### src/rtl/gpac_adc_word_serializer.sv
// ---------------------------------------------------------------------------
// gpac_adc_word_serializer
//
// Takes 32-bit words from the GPAC ADC receiver FIFO, which is
// first-word-fall-through. It sends each word as four bytes on a valid/ready
// byte stream toward the readout link. The block pops one word for every
// four bytes it sends. When bytes are accepted every cycle, consecutive words
// are sent back-to-back with no gap between them.
//
// Parameters
//   MSB_FIRST   1: bytes go out [31:24],[23:16],[15:8],[7:0]; 0: reversed
//   EXP_HEADER  expected word[31:28], used only by the header filter
//
// Ports
//   BUS_CLK      in   single clock, rising edge
//   BUS_RST_N    in   asynchronous active-low reset
//   ENABLE       in   1: pop new words; 0: finish current word, then idle
//   FIFO_EMPTY   in   upstream FIFO empty
//   FIFO_DATA    in   upstream head word (valid while FIFO_EMPTY=0)
//   FIFO_READ    out  pop strobe, combinational, one word per high cycle
//   BYTE_DATA    out  output byte
//   BYTE_VALID   out  BYTE_DATA valid
//   BYTE_READY   in   sink accepts when BYTE_VALID & BYTE_READY
//   WORD_CNT     out  words fully sent, wraps at 2^32
//   HDR_ERR_CNT  out  dropped words, saturating; 0 without the filter
//   BUSY         out  a word is being held
//
// Build option
//   ADC_SER_HEADER_CHECK_EN: when this macro is defined, a word whose
//   [31:28] field does not equal EXP_HEADER is still popped, but it is not
//   sent, and HDR_ERR_CNT is incremented.
// ---------------------------------------------------------------------------
module gpac_adc_word_serializer #(
  parameter bit         MSB_FIRST  = 1'b1,
  parameter logic [3:0] EXP_HEADER = 4'h0
) (
  input  logic        BUS_CLK,
  input  logic        BUS_RST_N,
  input  logic        ENABLE,
  input  logic        FIFO_EMPTY,
  input  logic [31:0] FIFO_DATA,
  output logic        FIFO_READ,
  output logic [7:0]  BYTE_DATA,
  output logic        BYTE_VALID,
  input  logic        BYTE_READY,
  output logic [31:0] WORD_CNT,
  output logic [15:0] HDR_ERR_CNT,
  output logic        BUSY
);

  typedef enum logic {
    IDLE = 1'b0,
    SEND = 1'b1
  } state_t;

  state_t      state;
  logic [31:0] shift_reg;
  logic [1:0]  byte_idx;
  logic [31:0] word_cnt;
  logic [31:0] load_word;
  logic        accept;
  logic        last_accept;
  logic        load;
  logic        hdr_ok;

  // The word is stored already in output order, so the current byte is
  // always the top byte of the shift register. This keeps BYTE_DATA a plain
  // register output.
  assign load_word = MSB_FIRST ? FIFO_DATA
                               : {FIFO_DATA[7:0], FIFO_DATA[15:8],
                                  FIFO_DATA[23:16], FIFO_DATA[31:24]};

`ifdef ADC_SER_HEADER_CHECK_EN
  assign hdr_ok = (FIFO_DATA[31:28] == EXP_HEADER);
`else
  logic unused_exp_header;
  assign unused_exp_header = ^EXP_HEADER;
  assign hdr_ok = 1'b1;
`endif

  // A new word may be taken while idle. It may also be taken during the
  // cycle in which the last byte of the current word is accepted; that case
  // is what gives one byte per cycle across word boundaries. The reset term
  // forces the pop strobe low while reset is held.
  always_comb begin
    accept      = (state == SEND) && BYTE_READY;
    last_accept = accept && (byte_idx == 2'd3);
    load        = BUS_RST_N && ENABLE && !FIFO_EMPTY &&
                  ((state == IDLE) || last_accept);
  end

  assign FIFO_READ  = load;
  assign BYTE_DATA  = shift_reg[31:24];
  assign BYTE_VALID = (state == SEND);
  assign BUSY       = (state == SEND);
  assign WORD_CNT   = word_cnt;

  // The word load is written after the byte-accept update, so it takes
  // priority when both happen on the same edge (back-to-back words). A word
  // that is dropped by the header filter does not load, so the FSM stays in
  // IDLE or returns to it.
  always_ff @(posedge BUS_CLK or negedge BUS_RST_N) begin
    if (!BUS_RST_N) begin
      state     <= IDLE;
      shift_reg <= 32'h0;
      byte_idx  <= 2'd0;
      word_cnt  <= 32'h0;
    end else begin
      if (accept) begin
        shift_reg <= {shift_reg[23:0], 8'h00};
        byte_idx  <= byte_idx + 2'd1;
        if (byte_idx == 2'd3) begin
          word_cnt <= word_cnt + 32'd1;
          state    <= IDLE;
        end
      end
      if (load && hdr_ok) begin
        shift_reg <= load_word;
        byte_idx  <= 2'd0;
        state     <= SEND;
      end
    end
  end

`ifdef ADC_SER_HEADER_CHECK_EN
  logic [15:0] hdr_err_cnt;

  // Dropped-word counter; it holds at all-ones instead of wrapping.
  always_ff @(posedge BUS_CLK or negedge BUS_RST_N) begin
    if (!BUS_RST_N) begin
      hdr_err_cnt <= 16'h0;
    end else if (load && !hdr_ok && (hdr_err_cnt != 16'hFFFF)) begin
      hdr_err_cnt <= hdr_err_cnt + 16'd1;
    end
  end

  assign HDR_ERR_CNT = hdr_err_cnt;
`else
  assign HDR_ERR_CNT = 16'h0;
`endif

endmodule

### config.mk
export PLATFORM = sky130hd
export DESIGN_NAME = gpac_adc_word_serializer
export DESIGN_NICKNAME = d
export VERILOG_FILES = /design/src/rtl/gpac_adc_word_serializer.sv
export SDC_FILE = /design/constraint.sdc
export NUM_CORES = 1
export LEC_CHECK = 0
export CORE_UTILIZATION = 47
export DETAILED_ROUTE_END_ITERATION = 8
export PLACE_DENSITY = 0.91
export SETUP_SLACK_MARGIN = 0.1
export SLEW_MARGIN = 5
export SYNTH_ARGS = -nofsm -noshare
export SYNTH_HDL_FRONTEND = slang
export SYNTH_SLANG_ARGS = --single-unit
### constraint.sdc
create_clock -name BUS_CLK -period 2.3 [get_ports BUS_CLK]
set_clock_uncertainty 0.05 [all_clocks]
set_input_delay 0.575 -clock BUS_CLK [delete_from_list [all_inputs] [get_ports BUS_CLK]]
set_output_delay 0.575 -clock BUS_CLK [all_outputs]
set_load 0.005 [all_outputs]
==> flow_summary.toml, run 1 <==
[setup_path]
crit_path_end_kind = "output port"
cp_cell_sequence = "clkdlybuf4s50_1 > nand3b_1 > a21oi_4 > buf_2"
critPathLaunchType = "input port"
path_class = "input port to output port"
rr_endpoint = "shift_reg[17]"
regToRegStartpoint = "byte_idx[0]"
cp_slowest_cell = "clkdlybuf4s50_1"
required_ns = 1.67
reg2reg_setup_slack_ns = 0.51
crit_path_max_fanout = 2
endpoint = "FIFO_READ"
rr_worst_depth = 5
crit_start = "FIFO_EMPTY"
cp.arrival_ns = 1.49
critPathMaxStageDelay_ns = 0.40

[die]
core_mm2 = 0.00646
start_util_pct = 49.7
pin_count = 96
dieHeight_um = 84.6
num_rows = 29
die_x_um = 84.6
dieArea_mm2 = 0.00716

[global_route]
grt_usage_pct = 19.7
grt_overflow = 0
grt_max_degree = 68
grt_pass1_wl_um = 11000
antenna_found_initial = 0
grt_pass1_vias = 2294

[synthesis]
synth_edf_count = 0
synth.ff_latch_count = 67
ys_seq_area_share_pct = 52.2
synth_top_area_cell = "dfrtp_1"
syn_avg_cell_area_um2 = 10.5
synth-main-ff-cell = "dfrtp_1"
synth_common_cells = "dfrtp_1, nand2_1, o21ai_0"
yosysMostFrequentCell = "dfrtp_1"
synthTopCellsByArea = "dfrtp_1, mux2i_1, xnor2_1"
yosys_warnings = 0
netlist_area_mm2 = 0.00321
synthDistinctLibCells = 30
synth_top_area_share_pct = 52.2
syn_inst = 305
async_reset_ff_share_pct = 100

[route]
via_count = 2381
drcViolationCount = 4
first_iter_violations = 97
ant_nets = 0
wl_per_cell_um = 14.4
vias_per_cell = 5.12
wl_um = 6690
first_pass_iters = 8

[finish]
area_growth_pct = 30.2
final_nets = 423
fillers = 514
n_antenna_cell = 0
final_layout_size_suffix_gt1_share_pct = 8.76

[timing]
period_minus_slack_ns = 2.11
slew_headroom_pct = 45.0
max_freq_mhz = 473
hold_viol = 0
setup_viol = 0
finalWorstSetupSlack_ns = 0.187
tightest_slew_ns = 0.826
rsz0062_at_grt = "false"
fin_hold_ws_ns = 0.414
min_period_over_period_pct = 91.9
maxSlewViolCount = 0

[run]
cap_violations = 0

[outcome]
violations = "DRC"
status = "finished, violations left"

[power_and_ir_drop]
total_power_mw = 3.37
p_leak_nw = 1.90
vdd.ir_drop.worst_mv = 0.533
power_density_mw_per_mm2 = 807

[placed_design]
dp_hpwl_um = 4870
io_buffers = 79
place.gp.congestion = 0.777
post-place-ws_ns = -0.222

[clock_tree]
path_clk_slew_ns = 0.06
clock_latency_ns = 0.32
clockBufferDepth = 2
cts_num_sinks = 67
cts_htree_levels = 3
cts_buffers = 9
cts_tree = "yes"
cts_root_buffer = "clkbuf_8"
ctsHoldBuffers = 0

[hold_path]
hp-class = "input port to async pin"
## how the worst min path moves through the flow
stage               slack [ns]  depth (start not counted)       endpoint
finish                    0.41                          2   shift_reg[9]
global route              0.45                          1   WORD_CNT[28]
CTS                       0.45                          2  shift_reg[31]
detailed placement        0.43                          1   WORD_CNT[31]
global placement          0.41                          1   WORD_CNT[31]
floorplan                 0.23                          0           BUSY
## cell usage in the layout (no fill, tap or decap)
master / count
o21ai_1: 4
nand2_1: 52
clkbuf_8: 10
clkdlybuf4s50_1: 77
and4_1: 2
buf_12: 2
nor4_4: 1
a21oi_1: 1
mux2i_1: 24
clkbuf_1: 2
nand2b_1: 1
inv_1: 1
nor4_2: 1
nand4b_1: 3
a21oi_4: 1
xor2_1: 8
ha_1: 2
clkinv_2: 3
conb_1: 16
buf_4: 8
mux2_2: 1
o21ai_0: 28
and2_1: 3
dfrtp_1: 67
buf_2: 2
nand3_1: 8
nor3_1: 2
nand3b_1: 1
nand3_2: 1
and3_1: 5
nor2_1: 6
xnor2_1: 24
nor3_2: 2
nand2_2: 1
nand4_1: 17
or4_4: 1
## critical path: cells and delay by family
family                 cells  cell delay, ns
and+or+nand+nor            1            0.22
buffers and inverters      2            0.54
AOI/OAI and AO/OA          1            0.17
## final cells by class
type	instances	area, um^2	share of cell area [%]
flip-flops and latches	67	1680	40.1
multi-input cells	216	1360	32.6
repair buffers	89	881	21.1
clock buffers	12	145	3.47
well taps	77	96.3	2.31
clock inverters	3	15.0	0.359
inverters	1	3.75	0.0898
## what timing repair did
item	in CTS	in global routing
setup buffers	1	0
endpoints found under the setup margin	1	0
resized for setup	4	0
## per-layer routing
| layer | global-route usage [%] | share of wire, % | vias up |
|---|---|---|---|
| met5 | 0 | 0 | - |
| met4 | 9.09 | 1.8 | 0 |
| li1 | - | - | 1166 |
| met3 | 4.23 | 3.2 | 10 |
| met2 | 33.0 | 50 | 52 |
| met1 | 24.6 | 45 | 1153 |
## report_power, final
| part | internal [mW] | switching (mW) | leakage, nW |
|---|---|---|---|
| registers | 1.45 | 0.203 | 0.902 |
| clock network | 0.410 | 0.407 | 0.0860 |
| logic | 0.524 | 0.377 | 0.908 |
| total | 2.38 | 0.988 | 1.90 |
## metrics by stage
stage,util [%],std cells,TNS [ns],cell area (um^2)
final,64.7,465,0,4180
after global placement,62.2,449,-0.197,4020
after detailed placement,62.2,449,-0.222,4020
after floorplan,-,320,0,3270
after CTS,64.7,465,0,4180
after global routing,64.7,465,0,4180
## logic make-up (layout without fill, tap and decap cells)
| kind of cell | count (synthesis) | count (layout) | synth area share, % |
|---|---|---|---|
| AOI/OAI and AO/OA | 34 | 34 | 5.30 |
| xor gates and xnor gates | 32 | 32 | 8.73 |
| adders and majority gates | 2 | 2 | 0.780 |
| buffers and inverters | 37 | 105 | 7.52 |
| DFF | 67 | 67 | 52.2 |
| muxes | 25 | 25 | 7.84 |
| other | 1 | 16 | 0.117 |
| and+or+nand+nor | 107 | 107 | 17.5 |
(Power assumes the default switching activity.)
==> run 2: changes to the inputs <==
--- a/config.mk
+++ b/config.mk
@@ -5,9 +5,10 @@
 export SDC_FILE = /design/constraint.sdc
 export NUM_CORES = 1
 export LEC_CHECK = 0
-export CORE_UTILIZATION = 47
+export ABC_AREA = 1
+export CORE_UTILIZATION = 30
 export DETAILED_ROUTE_END_ITERATION = 8
-export PLACE_DENSITY = 0.91
+export PLACE_DENSITY = 0.65
 export SETUP_SLACK_MARGIN = 0.1
 export SLEW_MARGIN = 5
 export SYNTH_ARGS = -nofsm -noshare
==> constraint.sdc (replaced) <==
create_clock -name BUS_CLK -period 2.3 [get_ports BUS_CLK]
set_clock_uncertainty 0.05 [all_clocks]
set_input_delay 0.46 -clock BUS_CLK [delete_from_list [all_inputs] [get_ports BUS_CLK]]
set_output_delay 0.46 -clock BUS_CLK [all_outputs]
set_load 0.005 [all_outputs]
==> run 2 against run 1 <==
Effect of this change: the run still ends with DRC left; design area up 13%; hold slack lost 0.093 ns; synthesized area is 12% higher.
==> flow_summary.toml, run 2 <==
[setup_path]
cp_cell_sequence = "ha_1 > nand2_2 > nand2_1 > nand2_2 > inv_2 > dlygate4sd2_1"
required_ns = 1.79
critPathMaxStageDelay_ns = 0.39
critPathLaunchType = "flip-flop"
cp_top_family = "flip-flops"
cp_num_buf_inv = 2
path_class = "flip-flop to output port"
cp.arrival_ns = 1.46
cp_slowest_cell = "dfrtp_1"
crit_path_max_fanout = 2
crit_path_end_kind = "output port"
critical_path.most_common_cell = "nand2_2"

[clock_tree]
cts_tree = "yes"
clock_latency_ns = 0.33
path_clk_slew_ns = 0.05
cts_htree_levels = 3
post_cts_buffers = 0
cts_num_sinks = 67
cts_root_buffer = "clkbuf_16"
clockBufferDepth = 2
cts_buffers = 9

[synthesis]
yosysMostFrequentCell = "nand2_1"
syn_avg_cell_area_um2 = 8.22
yosys.area_share.simple_pct = 34.1
netlist_area_mm2 = 0.00358
synth_compound_area_share_pct = 0.419
synthDistinctLibCells = 28
muxShareOfSynthArea_pct = 0
synth.ff_latch_count = 67
synth_top_area_share_pct = 46.8
syn_inst = 436
synth-main-ff-cell = "dfrtp_1"
yosys_warnings = 0
async_reset_ff_share_pct = 100
ys_seq_area_share_pct = 46.8
synth_common_cells = "nand2_1, nand3_1, dfrtp_1"
synth_top_area_cell = "dfrtp_1"
synth_edf_count = 0
synth_xor_area_share_pct = 5.62
synth_top_family_by_area = "simple AND/OR/NAND/NOR gates"
yosys.area_share.adder_pct = 0.698
synthTopCellsByArea = "dfrtp_1, nand3_1, nand2_1"

[power_and_ir_drop]
combPwrFrac_pct = 22.3
switchingPower_mw = 1.11
p_int_mw = 2.90
p_leak_nw = 2.21
power_density_mw_per_mm2 = 849
clkPwrFrac_pct = 37.4
switching_share_pct = 27.7
vdd.ir_drop.worst_mv = 0.410
total_power_mw = 4.02
seqPwrFrac_pct = 40.3

[finish]
final_nets = 554
final_layout_size_suffix_gt1_share_pct = 9.23
final_cell_mix = "nand2_1, nand3_1, clkdlybuf4s50_1, dfrtp_1, inv_1"
final_common_cell = "nand2_1"
fin_util_pct = 41.1
n_antenna_cell = 0
area_growth_pct = 32.0

[placed_design]
place.gp.congestion = 0.851
post-place-ws_ns = -0.0433
dp_hpwl_um = 6070
io_buffers = 79

[global_route]
grt_usage_pct = 14.3
grt_overflow = 0
grt_max_degree = 68
grt_pass1_vias = 2958
antenna_found_initial = 0
grt_pass1_wl_um = 14200

[timing]
rsz0062_at_grt = "false"
finalWorstSetupSlack_ns = 0.331
max_freq_mhz = 508
period_minus_slack_ns = 1.97
maxSlewViolCount = 0
min_period_over_period_pct = 85.6
tightest_slew_ns = 0.878
setup_viol = 0
slew_headroom_pct = 41.5
hold_viol = 0

[route]
ant_nets = 0
via_count = 3034
first_pass_iters = 8
first_iter_violations = 198
drcViolationCount = 12
wl_per_cell_um = 12.9
wl_um = 8570
vias_per_cell = 4.58

[die]
core_mm2 = 0.0115
start_util_pct = 31.1
pin_count = 96
die_x_um = 111
dieArea_mm2 = 0.0124
num_rows = 39
dieHeight_um = 111

[hold_path]
hp-class = "input port to async pin"

[outcome]
violations = "DRC"
status = "finished, violations left"

[run]
cap_violations = 0
[run 2: per-layer routing]
metal,part of all wire [%],vias to the layer above,global-route usage (%)
li1,-,1523,-
met1,46,1431,19.3
met2,47,67,22.1
met3,4.1,13,3.28
met4,2.1,0,5.86
met5,0,-,0
[run 2: final timing paths]
check                              from       endpoint  slack, ns  cells past startpoint
setup / recovery            byte_idx[0]      FIFO_READ       0.33                      6
hold / removal                BUS_RST_N    WORD_CNT[5]       0.32                      2
setup reg to reg            byte_idx[0]  shift_reg[24]       0.54                      8
hold reg to reg            shift_reg[0]   shift_reg[0]       0.45                      2
max in group asynchronous     BUS_RST_N  shift_reg[31]       1.29                      2
min in group BUS_CLK       shift_reg[0]   shift_reg[0]       0.45                      2
[run 2: area by class of cell]
class / count / area (um^2)
Inverter: 35 / 134
Clock inverter: 5 / 75.1
Timing Repair Buffer: 93 / 888
Fill cell: 1143 / 6780
Tap cell: 143 / 179
Sequential cell: 67 / 1680
Multi-Input combinational cell: 309 / 1530
Clock buffer: 11 / 253
[run 2: kinds of logic (layout without fill, tap and decap cells)]
family / Yosys count / after routing
compound gates: 3 / 3
flops: 67 / 67
simple gates: 265 / 265
xor+xnor: 23 / 23
buf+inv: 75 / 144
other cells: 1 / 16
fa+ha+maj: 2 / 2
[run 2: power groups by stage]
| stage | clock network, mW | logic [mW] | registers, mW |
|---|---|---|---|
| after detailed placement | 0 | 0.908 | 1.64 |
| final | 1.50 | 0.896 | 1.62 |
| after global routing | 1.59 | 1.01 | 1.65 |
| after floorplan | 0 | 0.619 | 1.60 |
| after CTS | 1.54 | 0.912 | 1.62 |
| after global placement | 0 | 0.886 | 1.63 |
[run 2: repair_timing]
item | in CTS | in global routing
hold buffers | 0 | 0
gates resized for setup | 3 | 0
endpoints found under the setup margin | 1 | 0
[run 2: metrics by stage]
step / hold slack [ns] / TNS [ns] / instance area [um^2] / instances
floorplan: 0.114 / 0 / 3640 / 451
global placement: 0.433 / -0.0506 / 4410 / 647
detailed placement: 0.445 / -0.0433 / 4410 / 647
CTS: 0.373 / 0 / 4730 / 663
global route: 0.404 / 0 / 4730 / 663
finish: 0.320 / 0 / 4730 / 663
==> run 3: changes to the inputs <==
==> constraint.sdc (replaced) <==
create_clock -name BUS_CLK -period 2.1 [get_ports BUS_CLK]
set_clock_uncertainty 0.05 [all_clocks]
set_input_delay 0.42 -clock BUS_CLK [delete_from_list [all_inputs] [get_ports BUS_CLK]]
set_output_delay 0.42 -clock BUS_CLK [all_outputs]
set_load 0.005 [all_outputs]
==> run 3 against run 2 <==
Effect of this change: the flow still finishes with violations (DRC); sequential share of layout area fell by 0.41 points; design area grew 1.2%; hold slack worse by 0.045 ns; first-iteration DRC count decreased by 20%; register-to-register slack worse by 0.21 ns; wire length decreased by 0.35%; utilization up 0.48 points; power up 15%; combinational power up 14%; worst setup slack worse by 0.11 ns; sequential cell count unchanged; critical path type unchanged; largest cell class unchanged; largest power group is now the clock network.
==> flow_summary.toml, run 3 (same netlist as run 2, synthesis figures left out) <==
[outcome]
status = "finished, violations left"
violations = "DRC"

[setup_path]
rr_endpoint = "WORD_CNT[26]"
cp.arrival_ns = 1.40
path_class = "flip-flop to output port"
endpoint = "FIFO_READ"
required_ns = 1.63
cp_top_family = "flip-flops"
crit_path_end_kind = "output port"
crit_start = "byte_idx[0]"
crit_path_max_fanout = 2
critPathMaxStageDelay_ns = 0.38
cp_slowest_cell = "dfrtp_1"
critPathLaunchType = "flip-flop"
regToRegStartpoint = "WORD_CNT[0]"
cp_num_buf_inv = 2
cp_cell_sequence = "ha_2 > nand2_2 > nand2_1 > nand2_2 > inv_2 > dlygate4sd2_1"
reg2reg_setup_slack_ns = 0.33
rr_worst_depth = 8
cp.depth = 6
critical_path.most_common_cell = "nand2_2"

[route]
first_iter_violations = 159
first_pass_iters = 6
ant_nets = 0
dr_wl_met2_um = 4040
route.met3.wl_um = 386
wl_met1_um = 3950
via_count = 3075
vias_per_cell = 4.62
routed.top_layer = "met4"
wl_um = 8540
drcViolationCount = 14
wl_per_cell_um = 12.8

[finish]
fin_util_pct = 41.6
n_antenna_cell = 0
final_cell_mix = "nand2_1, nand3_1, clkdlybuf4s50_1, dfrtp_1, inv_1"
seq_area_mm2 = 0.00168
final_common_cell = "nand2_1"
multiInputGateArea_mm2 = 0.00153
final_nets = 556
layout.cells.non_filler = 665
area_growth_pct = 33.6
final_layout_size_suffix_gt1_share_pct = 9.77
fillers = 1182

[timing]
maxSlewViolCount = 0
min_period_over_period_pct = 89.2
setup_viol = 0
max_freq_mhz = 534
rsz0062_at_grt = "false"
slew_headroom_pct = 42.6
tns_ns = 0
period_minus_slack_ns = 1.87
hold_viol = 0
tightest_slew_ns = 0.861

[clock_tree]
clock_latency_ns = 0.33
ctsHoldBuffers = 0
cts_tree = "yes"
cts_buffers = 9
clockBufferDepth = 2
cts_htree_levels = 3
cts_num_sinks = 67
cts_root_buffer = "clkbuf_16"
path_clk_slew_ns = 0.06

[placed_design]
dp_hpwl_um = 6100
place.gp.congestion = 0.838
io_buffers = 79
dp.cells = 647

[die]
core_mm2 = 0.0115
dieArea_mm2 = 0.0124
die_x_um = 111
start_util_pct = 31.1
dieHeight_um = 111
num_rows = 39
pin_count = 96

[global_route]
grt_pass1_wl_um = 14100
grt_overflow = 0
antenna_found_initial = 0
grt_usage_pct = 14.3
grt_max_degree = 68
grt_pass1_vias = 2896

[hold_path]
hp-class = "input port to async pin"

[power_and_ir_drop]
total_power_mw = 4.62
vdd.ir_drop.worst_mv = 0.578
power_density_mw_per_mm2 = 966
p_leak_nw = 2.22

[run]
cap_violations = 0
[run 3: cell count changes in the layout (fill, tap and decap cells not counted), sizes merged]
| cell | before | now |
|---|---|---|
| bufinv | 2 | 4 |
| clkbuf | 11 | 9 |
| clkinvlp | 0 | 2 |
| clkinv | 3 | 1 |
| buf | 15 | 17 |
[run 3: stage by stage]
step                      cell area, um^2  hold WS (ns)  worst slack, ns
after global placement               4410         0.434           -0.148
after CTS                            4790         0.338            0.196
after floorplan                      3640        0.0744            0.539
after global routing                 4790         0.385            0.129
final                                4790         0.275            0.226
after detailed placement             4410         0.442           -0.150
[run 3: routing by layer]
metal,track usage (%),up-vias
li1,-,1526
met1,19.1,1457
met2,22.0,79
met3,3.72,13
met4,5.68,0
met5,0,-
[run 3: worst min-delay path by stage]
stage                       from           end  slack, ns  depth (start not counted)
finish                 BUS_RST_N   WORD_CNT[7]       0.28                          2
global route           BUS_RST_N   WORD_CNT[9]       0.39                          2
CTS                    BUS_RST_N   WORD_CNT[7]       0.34                          2
detailed placement  WORD_CNT[31]  WORD_CNT[31]       0.44                          2
global placement    WORD_CNT[31]  WORD_CNT[31]       0.43                          2
floorplan              BUS_RST_N          BUSY       0.07                          0
[run 3: cell type report]
type / count / area share (%)
clock buffers: 9 / 4.70
clock inverters: 7 / 2.93
inverters: 35 / 2.80
multi-input cells: 309 / 32.0
flip-flops and latches: 67 / 35.0
well taps: 143 / 3.74
repair buffers: 95 / 18.9
[run 3: repair_timing]
| item | in CTS | in global routing |
|---|---|---|
| resized for setup | 4 | 0 |
| buffers inserted | 2 | 0 |
| endpoints found under the setup margin | 1 | 0 |
[run 3: power breakdown]
part | internal (mW) | switching, mW
registers | 1.58 | 0.185
logic | 0.528 | 0.488
clock network | 1.28 | 0.563
